==> config.mk <==
export PLATFORM = sky130hd
export DESIGN_NAME = dsp_mult_acc
export DESIGN_NICKNAME = d
export VERILOG_FILES = /design/src/rtl/dsp_mult_acc.sv
export SDC_FILE = /design/constraint.sdc
export NUM_CORES = 1
export LEC_CHECK = 0
export CAP_MARGIN = 20
export CORE_ASPECT_RATIO = 1.75
export CORE_MARGIN = 2
export CORE_UTILIZATION = 60
export DETAILED_ROUTE_END_ITERATION = 8
export GPL_ROUTABILITY_DRIVEN = 0
export PLACE_DENSITY_LB_ADDON = 0.25
export SLEW_MARGIN = 20
export SYNTH_ARGS = -nofsm -noshare
export SYNTH_HDL_FRONTEND = slang
export SYNTH_SLANG_ARGS = --single-unit
==> constraint.sdc <==
create_clock -name clk_100 -period 5.7 [get_ports clk_100]
set_input_delay 0.57 -clock clk_100 [delete_from_list [all_inputs] [get_ports clk_100]]
set_output_delay 0.57 -clock clk_100 [all_outputs]
set_load 0.02 [all_outputs]
==> src/rtl/dsp_mult_acc.sv <==
// -----------------------------------------------------------------------------
// dsp_mult_acc
// Three-stage registered DSP stage for the ALU top level. It multiplies two
// unsigned operands and then, depending on mode, shows the product directly,
// accumulates it, subtracts it from a 16-bit saturating accumulator, or holds.
//
// Pipeline:
//   S0  capture num_1/num_2/mode, flag the pair as new when it differs from
//       the previous capture (or is the first capture after reset)
//   S1  full-width unsigned product, mode and new flag carried alongside
//   S2  accumulator update and registered dsp_result
//
// Because the ALU holds its operands static for many cycles, only captures
// flagged as new are accumulated/subtracted, so each operand pair counts once.
//
// Ports:
//   clk_100       in   system clock, rising edge
//   reset         in   asynchronous, active-high reset
//   num_1, num_2  in   unsigned operands, WIDTH_COUNTER bits
//   mode          in   00 multiply, 01 mul-acc, 10 hold, 11 mul-sub
//   acc_clr       in   synchronous, level-sensitive accumulator clear (acts in S2)
//   dsp_result    out  registered result, WIDTH_MUX bits
//   result_valid  out  high from the first S2 write after reset
//   acc_sat       out  high while the last accumulate/subtract clamped
//
// WIDTH_MUX must equal 2*WIDTH_COUNTER so the product is never truncated.
// -----------------------------------------------------------------------------
module dsp_mult_acc #(
  parameter int WIDTH_COUNTER = 8,
  parameter int WIDTH_MUX     = 16
) (
  input  logic                     clk_100,
  input  logic                     reset,
  input  logic [WIDTH_COUNTER-1:0] num_1,
  input  logic [WIDTH_COUNTER-1:0] num_2,
  input  logic [1:0]               mode,
  input  logic                     acc_clr,
  output logic [WIDTH_MUX-1:0]     dsp_result,
  output logic                     result_valid,
  output logic                     acc_sat
);

  localparam logic [1:0] MODE_MUL  = 2'b00;
  localparam logic [1:0] MODE_MAC  = 2'b01;
  localparam logic [1:0] MODE_HOLD = 2'b10;
  localparam logic [1:0] MODE_MSU  = 2'b11;

  localparam logic [WIDTH_MUX-1:0] ACC_MAX = '1;

  // ---------------------------------------------------------------- S0
  logic [WIDTH_COUNTER-1:0] a_q, b_q;
  logic [1:0]               mode0_q;
  logic                     new0_q, new0_d;
  logic                     cap_done_q;   // doubles as stage-0 valid

  // Compare the incoming values against the previous capture, which is what
  // a_q/b_q/mode0_q still hold at this edge.
  assign new0_d = ~cap_done_q
                | (num_1 != a_q)
                | (num_2 != b_q)
                | (mode  != mode0_q);

  always_ff @(posedge clk_100 or posedge reset) begin
    if (reset) begin
      a_q        <= '0;
      b_q        <= '0;
      mode0_q    <= MODE_MUL;
      new0_q     <= 1'b0;
      cap_done_q <= 1'b0;
    end else begin
      a_q        <= num_1;
      b_q        <= num_2;
      mode0_q    <= mode;
      new0_q     <= new0_d;
      cap_done_q <= 1'b1;
    end
  end

  // ---------------------------------------------------------------- S1
  logic [WIDTH_MUX-1:0] prod_q, prod_d;
  logic [1:0]           mode1_q;
  logic                 new1_q;
  logic                 vld1_q;

  assign prod_d = WIDTH_MUX'(a_q) * WIDTH_MUX'(b_q);

  always_ff @(posedge clk_100 or posedge reset) begin
    if (reset) begin
      prod_q  <= '0;
      mode1_q <= MODE_MUL;
      new1_q  <= 1'b0;
      vld1_q  <= 1'b0;
    end else begin
      prod_q  <= prod_d;
      mode1_q <= mode0_q;
      new1_q  <= new0_q;
      vld1_q  <= cap_done_q;
    end
  end

  // ---------------------------------------------------------------- S2
  logic [WIDTH_MUX-1:0] acc_q, acc_d;
  logic [WIDTH_MUX-1:0] res_q, res_d;
  logic                 sat_q, sat_d;
  logic                 valid_q;
  logic [WIDTH_MUX:0]   sum;

  // One extra bit so the carry out of acc+prod is the overflow flag.
  assign sum = {1'b0, acc_q} + {1'b0, prod_q};

  always_comb begin
    acc_d = acc_q;
    res_d = res_q;
    sat_d = sat_q;
    if (acc_clr) begin
      // Clear wins over a coinciding new operand; its product is dropped.
      acc_d = '0;
      sat_d = 1'b0;
      case (mode1_q)
        MODE_MUL: res_d = prod_q;
        MODE_MAC,
        MODE_MSU: res_d = '0;
        default:  res_d = res_q;
      endcase
    end else begin
      case (mode1_q)
        MODE_MUL: begin
          res_d = prod_q;
          sat_d = 1'b0;
        end
        MODE_MAC: begin
          if (new1_q) begin
            if (sum[WIDTH_MUX]) begin
              acc_d = ACC_MAX;
              sat_d = 1'b1;
            end else begin
              acc_d = sum[WIDTH_MUX-1:0];
              sat_d = 1'b0;
            end
            res_d = acc_d;
          end
        end
        MODE_MSU: begin
          if (new1_q) begin
            if (prod_q > acc_q) begin
              acc_d = '0;
              sat_d = 1'b1;
            end else begin
              acc_d = acc_q - prod_q;
              sat_d = 1'b0;
            end
            res_d = acc_d;
          end
        end
        // Hold: everything frozen. A new flag arriving here is simply
        // dropped, so operand changes made in hold are never replayed.
        default: ;
      endcase
    end
  end

  always_ff @(posedge clk_100 or posedge reset) begin
    if (reset) begin
      acc_q   <= '0;
      res_q   <= '0;
      sat_q   <= 1'b0;
      valid_q <= 1'b0;
    end else begin
      acc_q   <= acc_d;
      res_q   <= res_d;
      sat_q   <= sat_d;
      // Sticky until reset; acc_clr does not affect it.
      valid_q <= valid_q | vld1_q;
    end
  end

  assign dsp_result   = res_q;
  assign acc_sat      = sat_q;
  assign result_valid = valid_q;

endmodule

==> results.cfg, run 1 <==
[synthesis]
post-synth-top-area-fraction_pct = 26.3
synth.cells.most_frequent = sky130_fd_sc_hd__inv_1, sky130_fd_sc_hd__dfrtp_1, sky130_fd_sc_hd__ha_1, sky130_fd_sc_hd__and2_1, sky130_fd_sc_hd__a21oi_1
post_synth.cell_area_avg_um2 = 8.91
post_synth_num_cell_types = 69
synth.most_common_cell = sky130_fd_sc_hd__inv_1
synth.yosys.seq_area_share_pct = 26.3
synth.largest_area_cell = sky130_fd_sc_hd__dfrtp_1
synth.net_count = 920
edff_count_synth = 0
ys_top_cells_by_area = sky130_fd_sc_hd__dfrtp_1, sky130_fd_sc_hd__ha_1, sky130_fd_sc_hd__fa_1
ys.flop_type = sky130_fd_sc_hd__dfrtp_1
synth_cells = 790
synth.ff_latch_count = 74
postSynth.asyncResetShare_pct = 100
syn-cell-area_um2 = 7040
yosys_warnings = 0

[sta]
timing.final.setup_violations = 0
finalWorstSetupSlack_ns = 1.28
drv_slew = 0
maxSlewHeadroom_pct = 36.5
timing.final.crit_share_pct = 77.6
finalCriticalPeriod_ns = 4.42
timing.fmax_mhz = 226
timing_hold_violations_final = 0
grt_setup_unrepaired = false
final.setup.tns_ns = 0
fin_worst_skew_ns = 0.00949
tightest_slew_ns = 0.952

[detailed_routing]
route.detailed.vias_per_inst = 6.37
wire_per_inst_um = 19.4
drc = 1
postRouteWirelength_um = 18500
drt_pre_antenna_iters = 9
num_vias = 6059
detail_route.iter0.violations = 553
number_of_nets_with_antenna_violations_after_routing = 0

[clock_network]
postCtsResizedCells = 0
number_of_buffers_inserted_by_post_cts_setup_repair = 0
numClockSinks = 74
clock_tree.root_cell = sky130_fd_sc_hd__clkbuf_16
tritoncts.num_buffers = 9
clk_pin_slew_worst_paths_ns = 0.06
clk-insertion-delay-late_ns = 0.35
h_tree_lvl_count = 3
cts_tree = done
cts_hold_buffers = 0
clk_path_buf_depth = 2

[setup_path]
critical_path.startpoint_type = register
critical_path_launch_point = a_q[1]$_DFF_PP0_
data_arrival_time_of_the_critical_path_ns = 4.69
worst-r2r-setup-slack_ns = 1.28
cp-endpoint = prod_q[13]$_DFF_PP0_
worstRegToRegCells = 16
worst_ep_required_time_ns = 5.96
crit_fanout = 9
critical_path.reg2reg.endpoint = prod_q[13]$_DFF_PP0_
cp-end-kind = register
critPathKind = register to register
r2r-start = a_q[1]$_DFF_PP0_

[floorplan]
row_count = 52
design.die.area_um2 = 12700
floorplan.die.width_um = 85.9
design.core.area_um2 = 11500
chip_height_um = 147
pin_count = 39
start_util_pct = 61.1

[cells_and_area]
final_util_pct = 67.7
total_area_of_multi_input_combinational_cells_um2 = 4690
n_fill_cell = 909
final_non_filler_cell_area_um2 = 7790
n_antenna_cell = 0
regArea_um2 = 1850
fraction_of_final_layout_cells_sized_beyond_drive_strength_1_pct = 5.27
net_count_final = 941
syn2layout_area_growth_pct = 10.7

[place]
dpl_cell_area_um2 = 7480
port-buffer-count = 38
place_hpwl_um = 13900
pre_cts_slack_ns = 1.32

[grt]
grt_pass1_wl_um = 29900
first_global_vias = 6389
use_met3_pct = 4.55
gr-total-overflow = 0
grtUsageTotal_pct = 30.2
grt_start_max_net_pins = 75
grt_antenna_before_repair = 0
busiest_layer = met2
global_route.usage.met2_pct = 55.9
global_route_met1_utilization_pct = 31.0

[run]
maxCapViolCount = 0

[power_and_ir_drop]
pwr_density_cell_nw_per_um2 = 460
peakVddDrop_v = 0.000259
leakagePower_nw = 3.64

[status]
run_status = complete, but fails checks
failed_checks = design-rule violations

[min_path]
min_path_type = register to register
hold_start = new0_q$_DFF_PP0_
-- power breakdown --
group	leakage (nW)	total (mW)	switching [mW]	internal, mW
sequential	0.898	0.781	0.124	0.657
combinational	2.60	2.21	1.28	0.929
clock	0.149	0.594	0.247	0.347
-- flip-flops by register name (all words and copies together) (netlist names) --
name	cells
prod_q	16
acc_sat	1
b_q	8
cap_done_q	1
new1_q	1
result_valid	1
vld1_q	1
acc_q	16
new0_q	1
dsp_result	16
a_q	8
mode1_q	2
mode0_q	2
-- stage by stage --
stage	hold WS, ns	instances	power, mW
floorplan	0.331	790	2.44
finish	0.363	951	3.58
CTS	0.368	951	3.54
global route	0.372	951	3.85
global placement	0.335	935	2.85
detailed placement	0.353	935	2.93
-- cells by family (layout without fill, tap and decap cells) --
logic type	after synthesis	in the layout	share of synthesized area, %
AND/OR/NAND/NOR	226	226	16.8
AO/OA/AOI/OAI	195	195	18.7
buffers and inverters	126	152	7.20
adder cells (fa/ha/maj)	109	109	23.4
flip-flops	74	74	26.3
XOR/XNOR	50	50	6.22
multiplexers	9	9	1.33
other	1	1	0.0533
-- worst min-delay path by stage --
stage	to	depth (start not counted)	slack (ns)
6_report	new1_q$_DFF_PP0_	0	0.36
5_1_grt	new1_q$_DFF_PP0_	0	0.37
4_1_cts	new1_q$_DFF_PP0_	0	0.37
3_5_place_dp	new1_q$_DFF_PP0_	0	0.35
3_3_place_gp	new1_q$_DFF_PP0_	0	0.33
2_1_floorplan	new1_q$_DFF_PP0_	0	0.33
-- routing by layer --
layer  up-vias  share of wire [%]
met2       273                 55
li1       2745                  -
met5         -                  0
met1      2956                 34
met4         0                5.7
met3        85                5.5
-- critical path, stage by stage, from the launching register on --
cell and delay [ns]:
sky130_fd_sc_hd__dfrtp_1 0.46, sky130_fd_sc_hd__and2_1 0.22, sky130_fd_sc_hd__fa_1 0.46, sky130_fd_sc_hd__fa_1 0.49, sky130_fd_sc_hd__ha_1 0.29, sky130_fd_sc_hd__inv_1 0.05, sky130_fd_sc_hd__fa_1 0.54, sky130_fd_sc_hd__inv_1 0.05
sky130_fd_sc_hd__ha_1 0.33, sky130_fd_sc_hd__nor2b_1 0.15, sky130_fd_sc_hd__o21a_1 0.18, sky130_fd_sc_hd__o21ai_0 0.16, sky130_fd_sc_hd__nand2b_1 0.11, sky130_fd_sc_hd__a31o_2 0.27, sky130_fd_sc_hd__a41oi_1 0.25, sky130_fd_sc_hd__nor2b_1 0.20
sky130_fd_sc_hd__xnor2_1 0.13
-- placed cells by master, fill, tap and decap left out, types with 7 or more instances in the layout --
master / netlist / layout
sky130_fd_sc_hd__a21oi_1: 56 / 56
sky130_fd_sc_hd__a31oi_1: 7 / 7
sky130_fd_sc_hd__and2_1: 60 / 60
sky130_fd_sc_hd__and3_1: 13 / 13
sky130_fd_sc_hd__clkbuf_16: 0 / 9
sky130_fd_sc_hd__clkdlybuf4s50_1: 0 / 38
sky130_fd_sc_hd__dfrtp_1: 74 / 74
sky130_fd_sc_hd__fa_1: 38 / 38
sky130_fd_sc_hd__ha_1: 71 / 71
sky130_fd_sc_hd__inv_1: 92 / 91
sky130_fd_sc_hd__nand2_1: 46 / 46
sky130_fd_sc_hd__nand2b_1: 8 / 8
sky130_fd_sc_hd__nand4_1: 7 / 7
sky130_fd_sc_hd__nor2_1: 42 / 42
sky130_fd_sc_hd__nor2b_1: 10 / 9
sky130_fd_sc_hd__nor3_1: 14 / 14
sky130_fd_sc_hd__o21a_1: 8 / 8
sky130_fd_sc_hd__o21ai_0: 41 / 41
sky130_fd_sc_hd__xnor2_1: 45 / 45
-- layout make-up --
type                            count  share of cell area, %
Multi-Input combinational cell    590                   60.2
Sequential cell                    74                   23.8
Timing Repair Buffer               44                   5.46
Inverter                           92                   4.43
Clock buffer                        9                   2.89
Tap cell                          135                   2.17
Clock inverter                      7                   1.08
No activity file was read; power rests on OpenSTA's default activity.
==> run 2: changes to the inputs <==
==> constraint.sdc (replaced) <==
create_clock -name clk_100 -period 4.24 [get_ports clk_100]
set_input_delay 0.424 -clock clk_100 [delete_from_list [all_inputs] [get_ports clk_100]]
set_output_delay 0.424 -clock clk_100 [all_outputs]
set_load 0.02 [all_outputs]
==> results.cfg, run 2 (synthesis results as in run 1) <==
[status]
run_status = complete, but fails checks
failed_checks = design-rule violations

[floorplan]
start_util_pct = 61.1
chip_height_um = 147
design.core.area_um2 = 11500
design.die.area_um2 = 12700
pin_count = 39
floorplan.die.width_um = 85.9
row_count = 52

[clock_network]
h_tree_lvl_count = 3
numClockSinks = 74
cts_hold_buffers = 0
clock_tree.root_cell = sky130_fd_sc_hd__clkbuf_16
tritoncts.num_buffers = 9
clk-insertion-delay-late_ns = 0.35
clk_pin_slew_worst_paths_ns = 0.07
cts_tree = done
clk_path_buf_depth = 2

[place]
port-buffer-count = 38
place_hpwl_um = 14300
pre_cts_slack_ns = -0.0102
dpl_cell_area_um2 = 7610

[cells_and_area]
n_antenna_cell = 0
syn2layout_area_growth_pct = 13.4
mostFrequentLayoutCell = sky130_fd_sc_hd__inv_1
final_cell_mix = sky130_fd_sc_hd__inv_1, sky130_fd_sc_hd__dfrtp_1, sky130_fd_sc_hd__ha_1, sky130_fd_sc_hd__and2_1, sky130_fd_sc_hd__a21oi_1
final_util_pct = 69.3
final_non_filler_cell_area_um2 = 7980
net_count_final = 962
fraction_of_final_layout_cells_sized_beyond_drive_strength_1_pct = 8.48

[power_and_ir_drop]
seqPwrFrac_pct = 21.4
p_int_mw = 2.65
switching_share_pct = 45.8
leakagePower_nw = 3.74
pwr_density_cell_nw_per_um2 = 612
clockPowerShare_pct = 16.5
peakVddDrop_v = 0.000291
p_switching_mw = 2.24
share_comb_of_total_power_pct = 62.1

[sta]
tightest_slew_ns = 0.803
final.setup.tns_ns = 0
fin_worst_skew_ns = 0.0113
timing.final.crit_share_pct = 95.8
drv_slew = 0
finalCriticalPeriod_ns = 4.06
grt_setup_unrepaired = false
timing.final.setup_violations = 0
finalWorstSetupSlack_ns = 0.178
timing_hold_violations_final = 0
timing.fmax_mhz = 246
maxSlewHeadroom_pct = 46.3

[setup_path]
critical_path.startpoint_type = register
critical_path.reg2reg.endpoint = prod_q[15]$_DFF_PP0_
worstRegToRegCells = 15
critPathKind = register to register
worst_ep_required_time_ns = 4.45
crit_fanout = 4
r2r-start = b_q[3]$_DFF_PP0_
worst-r2r-setup-slack_ns = 0.18
cp-end-kind = register
data_arrival_time_of_the_critical_path_ns = 4.27

[grt]
gr-total-overflow = 0
grt_pass1_wl_um = 30300
grt_antenna_before_repair = 0
grtUsageTotal_pct = 30.6
first_global_vias = 6345
grt_start_max_net_pins = 37

[detailed_routing]
wire_per_inst_um = 19.2
postRouteWirelength_um = 18700
route.detailed.vias_per_inst = 6.27
detail_route.iter0.violations = 434
drc = 1
num_vias = 6098
drt_pre_antenna_iters = 7
number_of_nets_with_antenna_violations_after_routing = 0

[min_path]
hold_start = new0_q$_DFF_PP0_
min_path_type = register to register
min_delay_path_depth = 0
timing.hold.worst_endpoint = new1_q$_DFF_PP0_

[run]
maxCapViolCount = 0
## run 2: final cells by class
class | instances | area, µm²
clock buffer | 9 | 225
fill | 877 | 3530
clock inverter | 7 | 82.6
sequential | 74 | 1850
tap | 135 | 169
multi-input combinational | 590 | 4720
timing repair buffer | 65 | 583
inverter | 92 | 345
## run 2: layer usage
| metal | track usage, % | up-vias | share of wire (%) |
|---|---|---|---|
| met5 | 0 | - | 0 |
| met4 | 20.0 | 0 | 7.1 |
| met3 | 4.78 | 102 | 4.9 |
| met2 | 54.6 | 267 | 53 |
| met1 | 32.2 | 2945 | 35 |
| li1 | - | 2784 | - |
## run 2: how the worst max path moves through the flow
| stage | depth (start not counted) | startpoint | slack, ns | endpoint |
|---|---|---|---|---|
| finish | 15 | b_q[3]$_DFF_PP0_ | 0.18 | prod_q[15]$_DFF_PP0_ |
| global route | 17 | a_q[1]$_DFF_PP0_ | 0.002 | prod_q[14]$_DFF_PP0_ |
| CTS | 16 | a_q[1]$_DFF_PP0_ | 0.01 | prod_q[13]$_DFF_PP0_ |
| detailed placement | 16 | a_q[1]$_DFF_PP0_ | -0.01 | prod_q[13]$_DFF_PP0_ |
| global placement | 16 | a_q[1]$_DFF_PP0_ | 0.08 | prod_q[13]$_DFF_PP0_ |
| floorplan | 16 | a_q[1]$_DFF_PP0_ | 0.18 | prod_q[13]$_DFF_PP0_ |
## run 2: power groups by stage
stage / sequential [mW] / clock, mW / combinational [mW]
floorplan: 1.06 / 0 / 2.21
global placement: 1.04 / 0 / 2.83
detailed placement: 1.05 / 0 / 2.91
CTS: 1.04 / 0.813 / 2.96
global route: 1.06 / 0.842 / 3.36
finish: 1.04 / 0.809 / 3.04
## run 2: through the flow
stage | cells | power [mW] | hold slack (ns)
2_1_floorplan | 790 | 3.28 | 0.331
3_3_place_gp | 953 | 3.87 | 0.337
3_5_place_dp | 953 | 3.96 | 0.336
4_1_cts | 970 | 4.81 | 0.346
5_1_grt | 972 | 5.27 | 0.368
6_report | 972 | 4.89 | 0.342
## run 2: worst max-delay path: stages (launching register included)
cell and delay (ns):
sky130_fd_sc_hd__dfrtp_1 0.41, sky130_fd_sc_hd__and2_1 0.20, sky130_fd_sc_hd__fa_1 0.41, sky130_fd_sc_hd__fa_1 0.49, sky130_fd_sc_hd__inv_1 0.05, sky130_fd_sc_hd__fa_1 0.48
sky130_fd_sc_hd__fa_1 0.49, sky130_fd_sc_hd__inv_1 0.04, sky130_fd_sc_hd__ha_1 0.32, sky130_fd_sc_hd__o21a_1 0.13, sky130_fd_sc_hd__o21ai_1 0.13, sky130_fd_sc_hd__nand2b_1 0.09
sky130_fd_sc_hd__a31o_2 0.27, sky130_fd_sc_hd__a41oi_2 0.17, sky130_fd_sc_hd__a21oi_1 0.11, sky130_fd_sc_hd__xnor2_1 0.14
## run 2: timing repair
| action | 4_1_cts | 5_1_grt |
|---|---|---|
| buffers inserted | 1 | 2 |
| setup endpoints to repair | 2 | 4 |
| gates resized for setup | 2 | 8 |
| pin swaps | 0 | 2 |
==> run 3: changes to the inputs <==
--- a/config.mk
+++ b/config.mk
@@ -6,8 +6,7 @@
 export NUM_CORES = 1
 export LEC_CHECK = 0
 export CAP_MARGIN = 20
-export CORE_ASPECT_RATIO = 1.75
-export CORE_MARGIN = 2
+export CORE_ASPECT_RATIO = 1.1
 export CORE_UTILIZATION = 60
 export DETAILED_ROUTE_END_ITERATION = 8
 export GPL_ROUTABILITY_DRIVEN = 0
==> results.cfg, run 3 (synthesis results as in run 1) <==
[sta]
timing.final.setup_violations = 0
finalWorstSetupSlack_ns = 0.115
timing_hold_violations_final = 0
fin_worst_skew_ns = 0.00914
finalHoldWorstSlack_ns = 0.361
timing.final.crit_share_pct = 97.3
tightest_slew_ns = 0.884
maxSlewHeadroom_pct = 41.0
drv_slew = 0
timing.fmax_mhz = 242
finalCriticalPeriod_ns = 4.12

[grt]
grt_start_max_net_pins = 53
first_global_vias = 6028
grt_antenna_before_repair = 0
grt_pass1_wl_um = 28600
grtUsageTotal_pct = 30.2
gr-total-overflow = 0

[power_and_ir_drop]
peakVddDrop_v = 0.000367
pwr_density_cell_nw_per_um2 = 607
leakagePower_nw = 3.72

[detailed_routing]
route.detailed.vias_per_inst = 6.07
met3RoutedLength_um = 919
drt_pre_antenna_iters = 7
num_vias = 5964
number_of_nets_with_antenna_violations_after_routing = 0
detail_route.iter0.violations = 444
postRouteWirelength_um = 17200
wl_met2_um = 8960
wire_per_inst_um = 17.5
met1_length_um = 6780
drc = 2
highest-signal-layer = met4

[cells_and_area]
mostFrequentLayoutCell = sky130_fd_sc_hd__inv_1
net_count_final = 958
n_antenna_cell = 0
final_cell_mix = sky130_fd_sc_hd__inv_1, sky130_fd_sc_hd__ha_1, sky130_fd_sc_hd__dfrtp_1, sky130_fd_sc_hd__and2_1, sky130_fd_sc_hd__a21oi_1
final_util_pct = 69.7
fraction_of_final_layout_cells_sized_beyond_drive_strength_1_pct = 8.40
syn2layout_area_growth_pct = 13.2

[clock_network]
numClockSinks = 74
h_tree_lvl_count = 3
clk_pin_slew_worst_paths_ns = 0.06
clk_path_buf_depth = 2
cts_tree = done
clk-insertion-delay-late_ns = 0.34
tritoncts.num_buffers = 9
clock_tree.root_cell = sky130_fd_sc_hd__clkbuf_16

[setup_path]
critPathKind = register to register
cp-end-kind = register
critical_path.startpoint_type = register
worstRegToRegCells = 14
worst_ep_required_time_ns = 4.50
data_arrival_time_of_the_critical_path_ns = 4.39
crit_fanout = 5

[floorplan]
floorplan.die.width_um = 105
design.die.area_um2 = 12200
design.core.area_um2 = 11400
chip_height_um = 116
pin_count = 39
start_util_pct = 61.5
row_count = 41

[place]
place_hpwl_um = 13300
pre_cts_slack_ns = 0.0291
port-buffer-count = 38

[min_path]
min_path_type = register to register
min_delay_path_depth = 0

[run]
maxCapViolCount = 0

[status]
failed_checks = design-rule violations
run_status = complete, but fails checks
[run 3: metrics by stage]
stage	TNS [ns]	cells	area [µm²]	power (mW)
after CTS	0	980	7910	4.74
after global placement	0	963	7590	3.81
final	0	983	7970	4.83
after detailed placement	0	963	7590	3.93
after global routing	-0.0526	983	7970	5.20
after floorplan	0	790	7040	3.28
[run 3: cell type report]
cell class                      instances  area (µm²)
Sequential cell                        74        1860
Inverter                               92         347
Clock buffer                           12         256
Tap cell                              150         188
Fill cell                             851        3470
Clock inverter                          4        48.8
Timing Repair Buffer                   61         553
Multi-Input combinational cell        590        4720
[run 3: final timing paths]
check                                 startpoint                   end  slack (ns)
worst max register to register  b_q[2]$_DFF_PP0_  prod_q[13]$_DFF_PP0_        0.12
worst max-delay path            b_q[2]$_DFF_PP0_  prod_q[13]$_DFF_PP0_        0.12
worst min-delay path            new0_q$_DFF_PP0_      new1_q$_DFF_PP0_        0.36
max in group asynchronous                  reset  prod_q[15]$_DFF_PP0_        2.86
worst min register to register  new0_q$_DFF_PP0_      new1_q$_DFF_PP0_        0.36
min in group asynchronous                  reset      a_q[4]$_DFF_PP0_        0.57
[run 3: routing by layer]
metal,up-vias,global-route usage (%)
li1,2781,-
met1,2910,34.3
met2,220,56.4
met3,53,4.56
met4,0,13.5
met5,-,0
[run 3: report_power, final]
part / internal (mW) / switching, mW / leakage, nW
registers: 0.885 / 0.176 / 0.893
logic: 1.29 / 1.71 / 2.67
clock network: 0.488 / 0.294 / 0.153
total: 2.66 / 2.18 / 3.72
[run 3: what timing repair did]
item | CTS | global route
pin swaps | 0 | 1
resized for setup | 1 | 12
buffers inserted | 1 | 3
endpoints found under the setup margin | 1 | 4
hold buffers | 0 | 0
[run 3: critical path: stages (launching register included)]
cell and delay (ns):
sky130_fd_sc_hd__dfrtp_1 0.40, sky130_fd_sc_hd__buf_4 0.16, sky130_fd_sc_hd__and2_1 0.19, sky130_fd_sc_hd__fa_1 0.52
sky130_fd_sc_hd__fa_1 0.50, sky130_fd_sc_hd__fa_1 0.50, sky130_fd_sc_hd__inv_1 0.05, sky130_fd_sc_hd__fa_1 0.49
sky130_fd_sc_hd__inv_1 0.05, sky130_fd_sc_hd__ha_2 0.31, sky130_fd_sc_hd__a21o_1 0.17, sky130_fd_sc_hd__a31o_2 0.23
sky130_fd_sc_hd__a41oi_2 0.21, sky130_fd_sc_hd__nor2b_2 0.17, sky130_fd_sc_hd__xnor2_1 0.11
